==> src/rtl/mem_port_arbiter_pkg.sv <==
// Shared encodings for the unified memory port arbiter: FSM state codes and requester slot IDs.
package mem_port_arbiter_pkg;

  localparam logic [1:0] ST_IDLE    = 2'd0;
  localparam logic [1:0] ST_BUSY_IF = 2'd1;
  localparam logic [1:0] ST_BUSY_D  = 2'd2;

  // Requester slots in the request/grant vectors.
  localparam int REQ_IF  = 0;
  localparam int REQ_D   = 1;
  localparam int NUM_REQ = 2;

endpackage

==> src/rtl/mem_port_arbiter_arb_prio_pick.sv <==
// Fixed-priority D-over-IF pick with a saturating IF starvation counter that forces an IF win.
module arb_prio_pick
  import mem_port_arbiter_pkg::*;
#(
  parameter int STARVE_MAX = 4
) (
  input  logic               i_clk,
  input  logic               i_rst,
  input  logic               i_en,
  input  logic [NUM_REQ-1:0] i_req,
  output logic [NUM_REQ-1:0] o_gnt
);

  localparam int CNT_W = $clog2(STARVE_MAX + 1);

  logic [CNT_W-1:0] starve_q, starve_d;
  logic             force_if;

  assign force_if = (starve_q == CNT_W'(STARVE_MAX));

  always_comb begin
    o_gnt    = '0;
    starve_d = starve_q;
    if (i_en) begin
      if (i_req[REQ_IF] && (force_if || !i_req[REQ_D])) o_gnt[REQ_IF] = 1'b1;
      else if (i_req[REQ_D])                           o_gnt[REQ_D]  = 1'b1;
      // IF either won or did not ask: history is wiped; otherwise it lost to D.
      if (!i_req[REQ_IF] || o_gnt[REQ_IF]) starve_d = '0;
      else if (!force_if)                  starve_d = starve_q + 1'b1;
    end
  end

  always_ff @(posedge i_clk) begin
    if (i_rst) starve_q <= '0;
    else       starve_q <= starve_d;
  end

endmodule

==> src/rtl/mem_port_arbiter.sv <==
// Shares one memory port between fetch and LSU, one transaction in flight.
// Optional watchdog enabled by defining MEM_ARB_TIMEOUT_EN.
module mem_port_arbiter
  import mem_port_arbiter_pkg::*;
#(
  parameter int ADDR_W      = 32,
  parameter int DATA_W      = 32,
  parameter int STARVE_MAX  = 4,
  parameter int TIMEOUT_CYC = 64
) (
  input  logic                i_clk,
  input  logic                i_rst,
  input  logic                i_if_req,
  input  logic [ADDR_W-1:0]   i_if_addr,
  output logic                o_if_gnt,
  output logic                o_if_valid,
  output logic [DATA_W-1:0]   o_if_rdata,
  input  logic                i_d_req,
  input  logic                i_d_wen,
  input  logic [ADDR_W-1:0]   i_d_addr,
  input  logic [DATA_W-1:0]   i_d_wdata,
  input  logic [DATA_W/8-1:0] i_d_mask,
  output logic                o_d_gnt,
  output logic                o_d_valid,
  output logic [DATA_W-1:0]   o_d_rdata,
  output logic                o_mem_req,
  output logic                o_mem_wen,
  output logic [ADDR_W-1:0]   o_mem_addr,
  output logic [DATA_W-1:0]   o_mem_wdata,
  output logic [DATA_W/8-1:0] o_mem_mask,
  input  logic                i_mem_valid,
  input  logic [DATA_W-1:0]   i_mem_rdata,
  output logic                o_timeout
);

  if (STARVE_MAX < 1 || TIMEOUT_CYC < 2) begin : g_bad_param
    $error("mem_port_arbiter: need STARVE_MAX >= 1 and TIMEOUT_CYC >= 2");
  end

  logic [1:0]          state_q, state_d;
  logic [NUM_REQ-1:0]  req, gnt;
  logic                arb_en, tmo_hit;
  logic                mem_req_q, mem_req_d, mem_wen_q, mem_wen_d;
  logic [ADDR_W-1:0]   mem_addr_q, mem_addr_d;
  logic [DATA_W-1:0]   mem_wdata_q, mem_wdata_d;
  logic [DATA_W/8-1:0] mem_mask_q, mem_mask_d;
  logic                if_valid_q, if_valid_d, d_valid_q, d_valid_d;
  logic [DATA_W-1:0]   if_rdata_q, if_rdata_d, d_rdata_q, d_rdata_d;
  logic                timeout_q, timeout_d;

  assign arb_en         = (state_q == ST_IDLE);
  assign req[REQ_IF]    = i_if_req;
  assign req[REQ_D]     = i_d_req;

  arb_prio_pick #(.STARVE_MAX(STARVE_MAX)) u_pick (
    .i_clk (i_clk),
    .i_rst (i_rst),
    .i_en  (arb_en),
    .i_req (req),
    .o_gnt (gnt)
  );

  // A grant would be thrown away by the reset, so do not tell the requester it was taken.
  assign o_if_gnt = gnt[REQ_IF] & ~i_rst;
  assign o_d_gnt  = gnt[REQ_D]  & ~i_rst;

`ifdef MEM_ARB_TIMEOUT_EN
  localparam int TMO_W = $clog2(TIMEOUT_CYC + 1);
  logic [TMO_W-1:0] tmo_cnt_q, tmo_cnt_d;

  assign tmo_cnt_d = arb_en ? '0 : tmo_cnt_q + 1'b1;
  assign tmo_hit   = !arb_en && (tmo_cnt_q == TMO_W'(TIMEOUT_CYC - 1));

  always_ff @(posedge i_clk) begin
    if (i_rst) tmo_cnt_q <= '0;
    else       tmo_cnt_q <= tmo_cnt_d;
  end
`else
  assign tmo_hit = 1'b0;
`endif

  always_comb begin
    state_d     = state_q;
    mem_req_d   = 1'b0;
    mem_wen_d   = mem_wen_q;
    mem_addr_d  = mem_addr_q;
    mem_wdata_d = mem_wdata_q;
    mem_mask_d  = mem_mask_q;
    if_valid_d  = 1'b0;
    d_valid_d   = 1'b0;
    if_rdata_d  = if_rdata_q;
    d_rdata_d   = d_rdata_q;
    timeout_d   = timeout_q;
    case (state_q)
      ST_IDLE: begin
        if (gnt[REQ_IF]) begin
          state_d     = ST_BUSY_IF;
          mem_req_d   = 1'b1;
          mem_wen_d   = 1'b0;
          mem_addr_d  = i_if_addr;
          mem_wdata_d = '0;
          mem_mask_d  = '0;
        end else if (gnt[REQ_D]) begin
          state_d     = ST_BUSY_D;
          mem_req_d   = 1'b1;
          mem_wen_d   = i_d_wen;
          mem_addr_d  = i_d_addr;
          mem_wdata_d = i_d_wdata;
          mem_mask_d  = i_d_mask;
        end
      end
      ST_BUSY_IF, ST_BUSY_D: begin
        if (i_mem_valid || tmo_hit) begin
          state_d = ST_IDLE;
          // A watchdog expiry still completes the request, with zero data, so the requester unblocks.
          if (state_q == ST_BUSY_IF) begin
            if_valid_d = 1'b1;
            if_rdata_d = i_mem_valid ? i_mem_rdata : '0;
          end else begin
            d_valid_d  = 1'b1;
            d_rdata_d  = i_mem_valid ? i_mem_rdata : '0;
          end
          if (!i_mem_valid) timeout_d = 1'b1;
        end
      end
      default: state_d = ST_IDLE;
    endcase
  end

  always_ff @(posedge i_clk) begin
    if (i_rst) begin
      state_q     <= ST_IDLE;
      mem_req_q   <= 1'b0;
      mem_wen_q   <= 1'b0;
      mem_addr_q  <= '0;
      mem_wdata_q <= '0;
      mem_mask_q  <= '0;
      if_valid_q  <= 1'b0;
      d_valid_q   <= 1'b0;
      if_rdata_q  <= '0;
      d_rdata_q   <= '0;
      timeout_q   <= 1'b0;
    end else begin
      state_q     <= state_d;
      mem_req_q   <= mem_req_d;
      mem_wen_q   <= mem_wen_d;
      mem_addr_q  <= mem_addr_d;
      mem_wdata_q <= mem_wdata_d;
      mem_mask_q  <= mem_mask_d;
      if_valid_q  <= if_valid_d;
      d_valid_q   <= d_valid_d;
      if_rdata_q  <= if_rdata_d;
      d_rdata_q   <= d_rdata_d;
      timeout_q   <= timeout_d;
    end
  end

  assign o_mem_req   = mem_req_q;
  assign o_mem_wen   = mem_wen_q;
  assign o_mem_addr  = mem_addr_q;
  assign o_mem_wdata = mem_wdata_q;
  assign o_mem_mask  = mem_mask_q;
  assign o_if_valid  = if_valid_q;
  assign o_if_rdata  = if_rdata_q;
  assign o_d_valid   = d_valid_q;
  assign o_d_rdata   = d_rdata_q;
  assign o_timeout   = timeout_q;

endmodule

==> config.mk <==
export PLATFORM = sky130hd
export DESIGN_NAME = mem_port_arbiter
export DESIGN_NICKNAME = d
export VERILOG_FILES = /design/src/rtl/mem_port_arbiter_pkg.sv /design/src/rtl/mem_port_arbiter_arb_prio_pick.sv /design/src/rtl/mem_port_arbiter.sv
export SDC_FILE = /design/constraint.sdc
export NUM_CORES = 1
export LEC_CHECK = 0
export CORE_MARGIN = 10
export CORE_UTILIZATION = 40
export DETAILED_ROUTE_END_ITERATION = 7
export PLACE_DENSITY = 0.77
export SLEW_MARGIN = 10
export SYNTH_ARGS = -nofsm -noshare
export SYNTH_HDL_FRONTEND = slang
export SYNTH_SLANG_ARGS = --single-unit
==> constraint.sdc <==
create_clock -name i_clk -period 1.94 [get_ports i_clk]
set_input_delay 0.291 -clock i_clk [delete_from_list [all_inputs] [get_ports i_clk]]
set_output_delay 0.291 -clock i_clk [all_outputs]
set_load 0.005 [all_outputs]
==> impl_metrics.csv, run 1 <==
group,metric,value,unit
grt,antenna_found_initial,0,
hold_path,min_path_type,"input port to flop",
power_and_ir_drop,p_leak,3.21,nW
finish,final_cell_mix,"clkdlybuf4s50_1, dfxtp_1, nand2_1",
clock_network,insertion_delay,0.41,ns
clock_network,cts_tree,"done",
route,drt-pass1-iter-count,5,
placement,dpl.hpwl,14500,um
finish,area.growth.synth_to_final,66.6,%
synthesis,ys.warnings.count,0,
placement,globalplace.congestion,0.815,
route,top_layer,"met4",
clock_network,cts_hold_buffers,0,
worst_setup_path,crit_path_end_kind,"primary output",
route,wire_per_inst,19.1,um
clock_network,numCtsBuffers,17,
die,floorplan.initialDensity,40.7,%
synthesis,yosys.area.top_type,"dfxtp_1",
clock_network,cts_max_level,4,
timing,worst_slew_pin_slew,0.793,ns
route,wl_met3,1700,um
clock_network,clk_transition_reported_paths,0.06,ns
timing,max_slew_margin,47.1,%
die,io_pins,277,
timing,finalHoldViolCount,0,
synthesis,netlist.area_leader.share,52.6,%
die,die_height,136,um
worst_setup_path,rr_startpoint,"state_q[1]",
worst_setup_path,r2r_slack,0.15,ns
synthesis,synth_area,5370,sq um
clock_network,cts_setup_buffers,0,
route,wl,20100,um
synthesis,synth_area_leaders,"dfxtp_1, nand2_1, a21oi_1, a22o_1, a41oi_1",
route,first_iter_violations,264,
synthesis,synth.distinct_cells,36,
synthesis,synth_cells,608,
placement,port_buffers,275,
grt,grt_pass1_vias,5663,
timing,finalCritPeriodShare,95.3,%
worst_setup_path,r2r-end,"o_mem_addr[12]",
grt,grt_max_degree,78,
die,num_rows,42,
synthesis,synth-edff-count,0,
route,wl_met1,7520,um
finish,final_common_cell,"clkdlybuf4s50_1",
grt,grt_usage,20.8,%
route,ant_nets,0,
timing,fmax,0.541,GHz
die,die_w,136,um
worst_setup_path,cp.arrival,1.56,ns
synthesis,synth.net_count,751,
grt,grt_pass1_wl,30400,um
clock_network,cts.sinks,141,
worst_setup_path,required,1.65,ns
run,drv_cap,0,
worst_setup_path,setup.worst_path.start_class,"flop",
clock_network,clockRootBuffer,"clkbuf_16",
synthesis,synth.avg_cell_area,8.83,sq um
power_and_ir_drop,power_density,925,nW/um^2
worst_setup_path,cp-startpoint,"u_pick.starve_q[1]",
finish,drive_gt1_share,7.09,%
finish,fin_util,67.8,%
timing,worst_slack,0.0908,ns
grt,overflow,0,
placement,place_ws,-0.183,ns
synthesis,synth_seq_area_share,52.6,%
clock_network,clockBufferDepth,2,
finish,n_antenna_cell,0,
timing,tns,0,ns
power_and_ir_drop,ir_drop,0.569,mV
die,dieArea,18500,sq um
finish,nFillCells,1048,
synthesis,async_flop_share,0,%
worst_setup_path,worst-r2r-cell-count,7,
timing,maxSlewViolCount,0,
worst_setup_path,crit_path_max_fanout,3,
worst_setup_path,worstSetupPathType,"flop to primary output",
route,met2_wirelength,9970,um
route,vias,5604,
route,drc,0,
worst_setup_path,crit_end,"o_d_gnt",
timing,rsz0062_at_grt,"false",
synthesis,ys_ff_latch,141,
run_status,status,"finished clean",
die,coreArea,13200,sq um
timing,min_period,1.85,ns
synthesis,synth-main-ff-cell,"dfxtp_1",
route,vias_per_cell,5.33,
timing,setup_viol,0,
timing,skew,0.00651,ns
finish,nets,1005,
-- worst min path at each step --
stage,start,to,slack (ns),depth (start not counted)
after floorplan,i_d_mask[0],o_mem_mask[0],0.42,1
after global placement,o_d_rdata[18],o_d_rdata[18],0.44,2
after detailed placement,o_d_rdata[1],o_d_rdata[1],0.45,2
after CTS,i_rst,o_d_rdata[5],0.42,3
after global routing,i_d_addr[24],o_mem_addr[24],0.43,3
final,i_rst,o_d_rdata[5],0.44,3
-- what timing repair did --
action | in CTS | in global routing
gates resized for setup | 7 | 7
setup endpoints to repair | 2 | 70
cloned | 0 | 0
pin swaps | 1 | 1
-- logic make-up after synthesis --
kind of cell	after synthesis	share of synthesized area, %
AO/OA/AOI/OAI	210	26.5
AND/OR/NAND/NOR	185	13.9
flip-flops	141	52.6
buffers and inverters	63	5.33
adder cells (fa/ha/maj)	5	1.16
XOR/XNOR	2	0.326
other	1	0.0698
multiplexers	1	0.186
-- per-layer routing --
| metal | track usage (%) | vias up |
|---|---|---|
| li1 | - | 2646 |
| met1 | 22.5 | 2656 |
| met2 | 34.9 | 249 |
| met3 | 7.12 | 53 |
| met4 | 11.5 | 0 |
| met5 | 0 | - |
-- worst max-delay path, cell delays in order, from the launching register on --
cell and delay (ns):
dfxtp_2 0.34, inv_1 0.04, ha_1 0.18, and3_2 0.23, nor3_4 0.20, buf_2 0.16
-- synthesized netlist by cell type, drive strengths merged (2+ instances only) --
master	instances
a211oi	32
a21boi	2
a21oi	69
a22o	33
a41oi	32
buf	26
clkbuf	33
dfxtp	141
ha	5
inv	4
nand2	136
nor2	35
nor2b	2
nor3	5
nor3b	2
o211ai	4
o21ai	35
-- report_power, final --
part           switching (W)  total (W)  internal [W]  leakage, nW
clock                0.00121    0.00349       0.00229        0.313
combinational       0.000684    0.00156      0.000880         1.74
sequential          0.000110    0.00322       0.00311         1.15
total                0.00200    0.00828       0.00628         3.21
-- flip-flops by register name (all words and copies together) (netlist names) --
register and count:
o_d_rdata 32, o_mem_addr 32, o_mem_mask 4, state_q 2, o_if_valid 1, u_pick.starve_q 3
o_mem_wdata 32, o_d_valid 1, o_mem_wen 1, o_mem_req 1, o_if_rdata 32
-- area by class of cell --
class / count / area, sq um / area share (%)
multi-input cells: 404 / 2270 / 25.4
clock inverters: 10 / 159 / 1.78
repair buffers: 294 / 2970 / 33.2
inverters: 4 / 15.0 / 0.168
clock buffers: 22 / 484 / 5.41
well taps: 176 / 220 / 2.46
flip-flops and latches: 141 / 2830 / 31.6
-- through the flow --
stage / area (sq um) / power, W / hold WS (ns) / cells
final: 8950 / 0.00828 / 0.441 / 1051
after global routing: 8950 / 0.00862 / 0.434 / 1051
after CTS: 8940 / 0.00835 / 0.418 / 1051
after detailed placement: 8300 / 0.00484 / 0.446 / 1019
after global placement: 8300 / 0.00480 / 0.441 / 1019
after floorplan: 5370 / 0.00390 / 0.424 / 608
(Power assumes the default switching activity.)
==> run 2, diff against run 1 <==
CORE_UTILIZATION = 36   (was 40)
PLACE_DENSITY = 0.73   (was 0.77)
SYNTH_HIERARCHICAL = 1   (was default)
clock period = 1.6 ns   (was 1.94 ns; I/O delays follow)
==> run 2 against run 1 <==
Against the previous run:
- the flow now finishes with violations (setup timing)
- setup slack worse by 0.27 ns
- sequential cell count did not move
- via count down 5.3%
- first-iteration DRC count up 3.4%
- combinational power increased to 3.5 times the previous value
- synthesized area decreased by 1.6%
- largest cell class unchanged
==> impl_metrics.csv, run 2 <==
group,metric,value,unit
timing,fmax,0.563,GHz
route,vias,5306,
route,drt-pass1-iter-count,5,
finish,drive_gt1_share,16.5,%
hold_path,worst_hold_path.endpoint,"o_mem_mask[1]",
run,drv_cap,0,
finish,area.growth.synth_to_final,80.5,%
route,first_iter_violations,273,
synthesis,synth.net_count,703,
grt,grt_usage,17.8,%
synthesis,synth_fa_ha_area_share,1.42,%
die,die_height,141,um
power_and_ir_drop,seqPwrFrac,32.7,%
grt,grt_pass1_vias,5245,
worst_setup_path,r2r-end,"o_mem_wdata[31]",
synthesis,synth-edff-count,0,
power_and_ir_drop,cell_internal_pwr,0.00994,W
hold_path,holdPathStages,3,
synthesis,ys.warnings.count,6,
power_and_ir_drop,power.share.clock,28.6,%
finish,final_cell_mix,"clkdlybuf4s50_1, dfxtp_1, nand2_1",
synthesis,synth_seq_area_share,53.4,%
finish,final_common_cell,"clkdlybuf4s50_1",
power_and_ir_drop,p_comb_share,38.7,%
synthesis,synth_cells,559,
route,wire_per_inst,19.2,um
power_and_ir_drop,power_density,1470,nW/um^2
timing,finalHoldViolCount,0,
route,drc,0,
timing,tns,-9.54,ns
clock_network,cts_tree,"done",
worst_setup_path,cp.arrival,2.07,ns
placement,dpl-instance-area,8230,sq um
placement,port_buffers,275,
synthesis,yosys-top-cells-count,"dfxtp_1, nand2_1, a21oi_1",
clock_network,clockRootBuffer,"clkbuf_16",
finish,nFillCells,1132,
die,coreArea,14500,sq um
placement,dpl.hpwl,13800,um
timing,max_slew_margin,51.2,%
timing,skew,0.00810,ns
hold_path,min_path_type,"input port to flop",
clock_network,cts_hold_buffers,0,
die,dieArea,19900,sq um
timing,rsz0062_at_grt,"true",
timing,maxSlewViolCount,0,
timing,finalCritPeriodShare,111,%
clock_network,numCtsBuffers,17,
route,ant_nets,0,
timing,min_period,1.78,ns
die,floorplan.initialDensity,36.5,%
clock_network,insertion_delay,0.41,ns
timing,finalHoldWorstSlack,0.405,ns
clock_network,cts.sinks,141,
synthesis,synth_simple_gate_area_share,14.5,%
power_and_ir_drop,p_sw,0.00414,W
clock_network,clockBufferDepth,2,
synthesis,synth-main-ff-cell,"dfxtp_1",
clock_network,cts_max_level,4,
worst_setup_path,r2r_slack,-0.18,ns
worst_setup_path,required,1.90,ns
synthesis,synth_compound_area_share,17.9,%
run_status,status,"finished, violations left",
synthesis,netlist.area_leader.share,53.4,%
finish,nets,1003,
synthesis,synth_top_family_by_area,"compound AO/OA/AOI/OAI gates",
die,num_rows,44,
grt,antenna_found_initial,2,
power_and_ir_drop,p_leak,3.49,nW
worst_setup_path,worst-r2r-cell-count,9,
finish,instances_no_fill,1056,
finish,finish.instance_area,9540,sq um
synthesis,synth.avg_cell_area,9.46,sq um
clock_network,clk_transition_reported_paths,0.06,ns
synthesis,async_flop_share,0,%
power_and_ir_drop,power_switching_share,29.4,%
synthesis,ys_ff_latch,141,
worst_setup_path,worstSetupPathType,"flop to flop",
timing,worst_slew_pin_slew,0.732,ns
die,io_pins,277,
synthesis,synth_area,5290,sq um
synthesis,synth_area_leaders,"dfxtp_1, nand2_1, a21oi_1, mux2i_1, a22o_1",
worst_setup_path,crit_path_max_fanout,18,
grt,overflow,0,
worst_setup_path,setup.worst_path.start_class,"flop",
run_status,violations,"setup timing",
timing,setup_viol,96,
route,wl,20300,um
synthesis,synth_most_common_cell,"dfxtp_1",
timing,worst_slack,-0.177,ns
synthesis,yosys.area.top_type,"dfxtp_1",
worst_setup_path,rr_startpoint,"state_q[1]",
grt,grt_pass1_wl,28500,um
hold_path,holdCritStartpoint,"i_rst",
die,die_w,141,um
power_and_ir_drop,ir_drop,0.765,mV
synthesis,muxShareOfSynthArea,6.25,%
grt,grt_max_degree,66,
placement,dpl.cell_count,998,
synthesis,synth-xor-area-share,0.331,%
synthesis,synth.distinct_cells,35,
worst_setup_path,crit_path_end_kind,"flop",
placement,globalplace.congestion,0.816,
route,vias_per_cell,5.02,
==> run 2: changes by cell type in the layout (fill, tap and decap cells not counted), sizes merged, moves of 2 or more <==
| cell | before | now |
|---|---|---|
| a31oi | 0 | 2 |
| o21ai | 35 | 2 |
| a21oi | 69 | 67 |
| a41oi | 32 | 0 |
| buf | 21 | 45 |
| mux2i | 1 | 33 |
| nor2b | 2 | 5 |
| clkbuf | 23 | 29 |
| a21boi | 2 | 0 |
| o211ai | 4 | 0 |
| and3b | 1 | 3 |
| nand2 | 136 | 134 |
| a22o | 33 | 37 |
==> run 2: worst max path at each step <==
stage / start / endpoint / slack, ns / cells after the start
after floorplan: state_q[1] / o_mem_wdata[10] / -0.06 / 10
after global placement: i_if_req / o_mem_wdata[13] / -0.52 / 5
after detailed placement: i_if_req / o_mem_wdata[2] / -0.63 / 5
after CTS: state_q[0] / o_d_gnt / -0.14 / 6
after global routing: u_pick/starve_q[1] / o_mem_wdata[28] / -0.25 / 9
final: state_q[1] / o_mem_wdata[31] / -0.18 / 9
==> run 2: layer usage <==
metal / share of wire (%) / GRT usage [%] / up-vias / routed length (um)
li1: - / - / 2524 / -
met1: 39 / 19.2 / 2521 / 7850
met2: 50 / 30.7 / 220 / 10200
met3: 8.2 / 7.02 / 41 / 1660
met4: 2.9 / 6.85 / 0 / 588
met5: 0 / 0 / - / 0
==> run 2: cells by family after synthesis <==
logic type / after synthesis
compound gates: 141
mux: 33
fa+ha+maj: 6
flops: 141
other cells: 1
simple gates: 184
buf+inv: 51
xor+xnor: 2
==> run 2: power by group through the flow <==
stage,sequential [W],clock (W),combinational (W)
3_3_place_gp,0.00462,0,0.00404
5_1_grt,0.00467,0.00425,0.00583
2_1_floorplan,0.00468,0,0.00190
4_1_cts,0.00458,0.00408,0.00458
6_report,0.00459,0.00403,0.00545
3_5_place_dp,0.00464,0,0.00415
==> run 2: stage by stage <==
| stage | setup WS (ns) | util, % | total power [W] |
|---|---|---|---|
| 2_1_floorplan | -0.0635 | - | 0.00658 |
| 3_3_place_gp | -0.522 | 56.8 | 0.00866 |
| 3_5_place_dp | -0.627 | 56.8 | 0.00879 |
| 4_1_cts | -0.143 | 62.5 | 0.0132 |
| 5_1_grt | -0.250 | 65.9 | 0.0147 |
| 6_report | -0.177 | 65.9 | 0.0141 |
==> run 2: layout make-up <==
type | instances | area (sq um) | area share, %
clock buffer | 21 | 470 | 4.93
antenna | 1 | 2.50 | 0.0262
multi-input combinational | 369 | 2410 | 25.2
tap | 184 | 230 | 2.41
sequential | 141 | 2830 | 29.6
timing repair buffer | 325 | 3440 | 36.1
clock inverter | 10 | 138 | 1.44
inverter | 5 | 18.8 | 0.197
==> run 2: timing repair <==
| item | CTS | global route |
|---|---|---|
| pin swaps | 7 | 7 |
| endpoints found under the setup margin | 105 | 105 |
| setup buffers | 5 | 9 |
| cloned | 4 | 8 |
| resized for setup | 32 | 55 |
==> run 2: worst max-delay path, stage by stage (launching register included) <==
cell       delay [ns]
dfxtp_2          0.32
inv_2            0.07
ha_4             0.17
nand2_2          0.07
a21oi_4          0.17
buf_6            0.12
buf_4            0.11
and3b_2          0.25
clkbuf_16        0.19
a22o_1           0.18
==> run 3, diff against run 2 <==
CORE_MARGIN = 8   (was 10)
==> run 3 against run 2 <==
Against the previous run:
- the run still ends with setup timing left
- register-to-register slack about the same
- first-iteration DRC count is 19% lower
- clock power increased by 1%
- total power grew 1.4%
- core utilization grew 0.79 points
- sequential cell count is the same
- critical path type unchanged
==> impl_metrics.csv, run 3 (synthesis results as in run 2) <==
group,metric,value,unit
run_status,status,"finished, violations left",
run_status,violations,"setup timing",
grt,grt_usage,19.3,%
timing,fmax,0.565,GHz
run,drv_cap,0,
worst_setup_path,crit_chain,"inv_2 > ha_4 > nand2_2 > a21oi_4 > buf_6 > buf_6 > and3b_1 > buf_12 > a22o_1",
clock_network,cts_tree,"done",
worst_setup_path,setup.worst_path.start_class,"flop",
hold_path,min_path_type,"input port to flop",
worst_setup_path,worst-r2r-cell-count,9,
timing,tns,-10.39,ns
grt,grt_pass1_wl,28400,um
worst_setup_path,required,1.90,ns
worst_setup_path,crit_end,"o_mem_wdata[11]",
route,drc,0,
route,vias,5276,
power_and_ir_drop,p_total,0.0143,W
route,wl,19800,um
die,floorplan.initialDensity,36.6,%
worst_setup_path,worstSetupPathType,"flop to flop",
clock_network,clk_transition_reported_paths,0.06,ns
finish,drive_gt1_share,16.8,%
worst_setup_path,cpPeakStageDelay,0.33,ns
finish,finish.instance_area,9620,sq um
grt,grt_max_degree,57,
clock_network,clockBufferDepth,2,
route,vias_per_cell,5.00,
route,first_iter_violations,220,
placement,globalplace.congestion,0.755,
placement,dpl.hpwl,13400,um
worst_setup_path,r2r-end,"o_mem_wdata[11]",
timing,finalCritPeriodShare,111,%
timing,worst_slack,-0.169,ns
worst_setup_path,r2r_slack,-0.17,ns
timing,maxSlewViolCount,0,
timing,rsz0062_at_grt,"true",
clock_network,cts_max_level,4,
timing,min_period,1.77,ns
finish,area.growth.synth_to_final,81.9,%
die,die_w,137,um
timing,skew,0.00889,ns
timing,finalHoldWorstSlack,0.140,ns
power_and_ir_drop,ir_drop,0.905,mV
clock_network,cts_hold_buffers,0,
worst_setup_path,path_common_cell,"buf_6",
timing,setup_viol,104,
worst_setup_path,crit_path_max_fanout,37,
finish,instances_no_fill,1055,
finish,n_antenna_cell,0,
die,coreArea,14400,sq um
worst_setup_path,crit_path_end_kind,"flop",
grt,antenna_found_initial,0,
worst_setup_path,slowest_stage,"dfxtp_2",
timing,max_slew_margin,60.5,%
finish,nFillCells,1126,
route,ant_nets,0,
die,num_rows,44,
worst_setup_path,cp-startpoint,"state_q[1]",
power_and_ir_drop,power_density,1480,nW/um^2
finish,final_cell_mix,"clkdlybuf4s50_1, dfxtp_1, nand2_1",
finish,final_common_cell,"clkdlybuf4s50_1",
route,wire_per_inst,18.8,um
clock_network,numCtsBuffers,17,
die,dieArea,18800,sq um
route,drt-pass1-iter-count,4,
worst_setup_path,rr_startpoint,"state_q[1]",
clock_network,clockRootBuffer,"clkbuf_16",
worst_setup_path,cp.arrival,2.07,ns
timing,worst_slew_pin_slew,0.592,ns
placement,port_buffers,275,
clock_network,insertion_delay,0.41,ns
timing,finalHoldViolCount,0,
grt,grt_pass1_vias,5487,
die,io_pins,277,
finish,nets,1004,
clock_network,cts.sinks,141,
placement,dpl.cell_count,1001,
power_and_ir_drop,p_leak,3.53,nW
placement,dpl-instance-area,8290,sq um
die,die_height,137,um
grt,overflow,0,
-- run 3: cell count changes in the layout (fill, tap and decap cells not counted), sizes merged --
cell    before  now
clkbuf      29   27
diode        1    0
clkinv       4    3
bufbuf       0    2
bufinv       3    4
-- run 3: timing repair --
item / 4_1_cts / 5_1_grt
setup endpoints to repair: 105 / 105
cloned: 6 / 8
setup buffers: 8 / 2
resized for setup: 45 / 44
pin swaps: 5 / 19
-- run 3: how the worst min path moves through the flow --
| stage | start | cells after the start | endpoint | slack, ns |
|---|---|---|---|---|
| final | i_rst | 2 | u_pick/starve_q[2] | 0.14 |
| after global routing | i_rst | 2 | u_pick/starve_q[2] | 0.13 |
| after CTS | i_rst | 2 | u_pick/starve_q[2] | 0.12 |
| after floorplan | i_rst | 1 | u_pick/starve_q[2] | 0.31 |
| after detailed placement | o_d_rdata[20] | 2 | o_d_rdata[20] | 0.45 |
| after global placement | o_if_rdata[19] | 2 | o_if_rdata[19] | 0.44 |
-- run 3: per-layer routing --
layer	up-vias	GRT usage [%]	wire length, um
met3	48	5.91	1380
met4	0	9.84	801
li1	2515	-	-
met1	2509	20.4	7630
met5	-	0	0
met2	204	34.1	10000
-- run 3: worst max-delay path, delay by kind of cell (launching register included) --
family | cells | cell delay, ns
and+or+nand+nor | 2 | 0.28
buffers and inverters | 4 | 0.49
adders and majority gates | 1 | 0.16
DFF | 1 | 0.33
AOI/OAI and AO/OA | 2 | 0.38
-- run 3: layout make-up --
cell class	count	area [sq um]	area share [%]
clock inverter	10	166	1.73
timing repair buffer	326	3500	36.4
clock buffer	20	437	4.54
inverter	5	18.8	0.195
tap	184	230	2.39
sequential	141	2830	29.4
multi-input combinational	369	2430	25.3
-- run 3: per-stage QoR --
step,utilization (%),setup slack [ns]
after floorplan,-,-0.0635
final,66.7,-0.169
after detailed placement,57.5,-0.556
after global routing,66.7,-0.273
after CTS,63.9,-0.164
after global placement,57.5,-0.514
-- run 3: where the power goes --
| group | switching (W) | leakage [nW] | internal [W] |
|---|---|---|---|
| clock network | 0.00149 | 0.287 | 0.00260 |
| registers | 0.000404 | 1.15 | 0.00422 |
| logic | 0.00229 | 2.09 | 0.00326 |
| total | 0.00419 | 3.53 | 0.0101 |
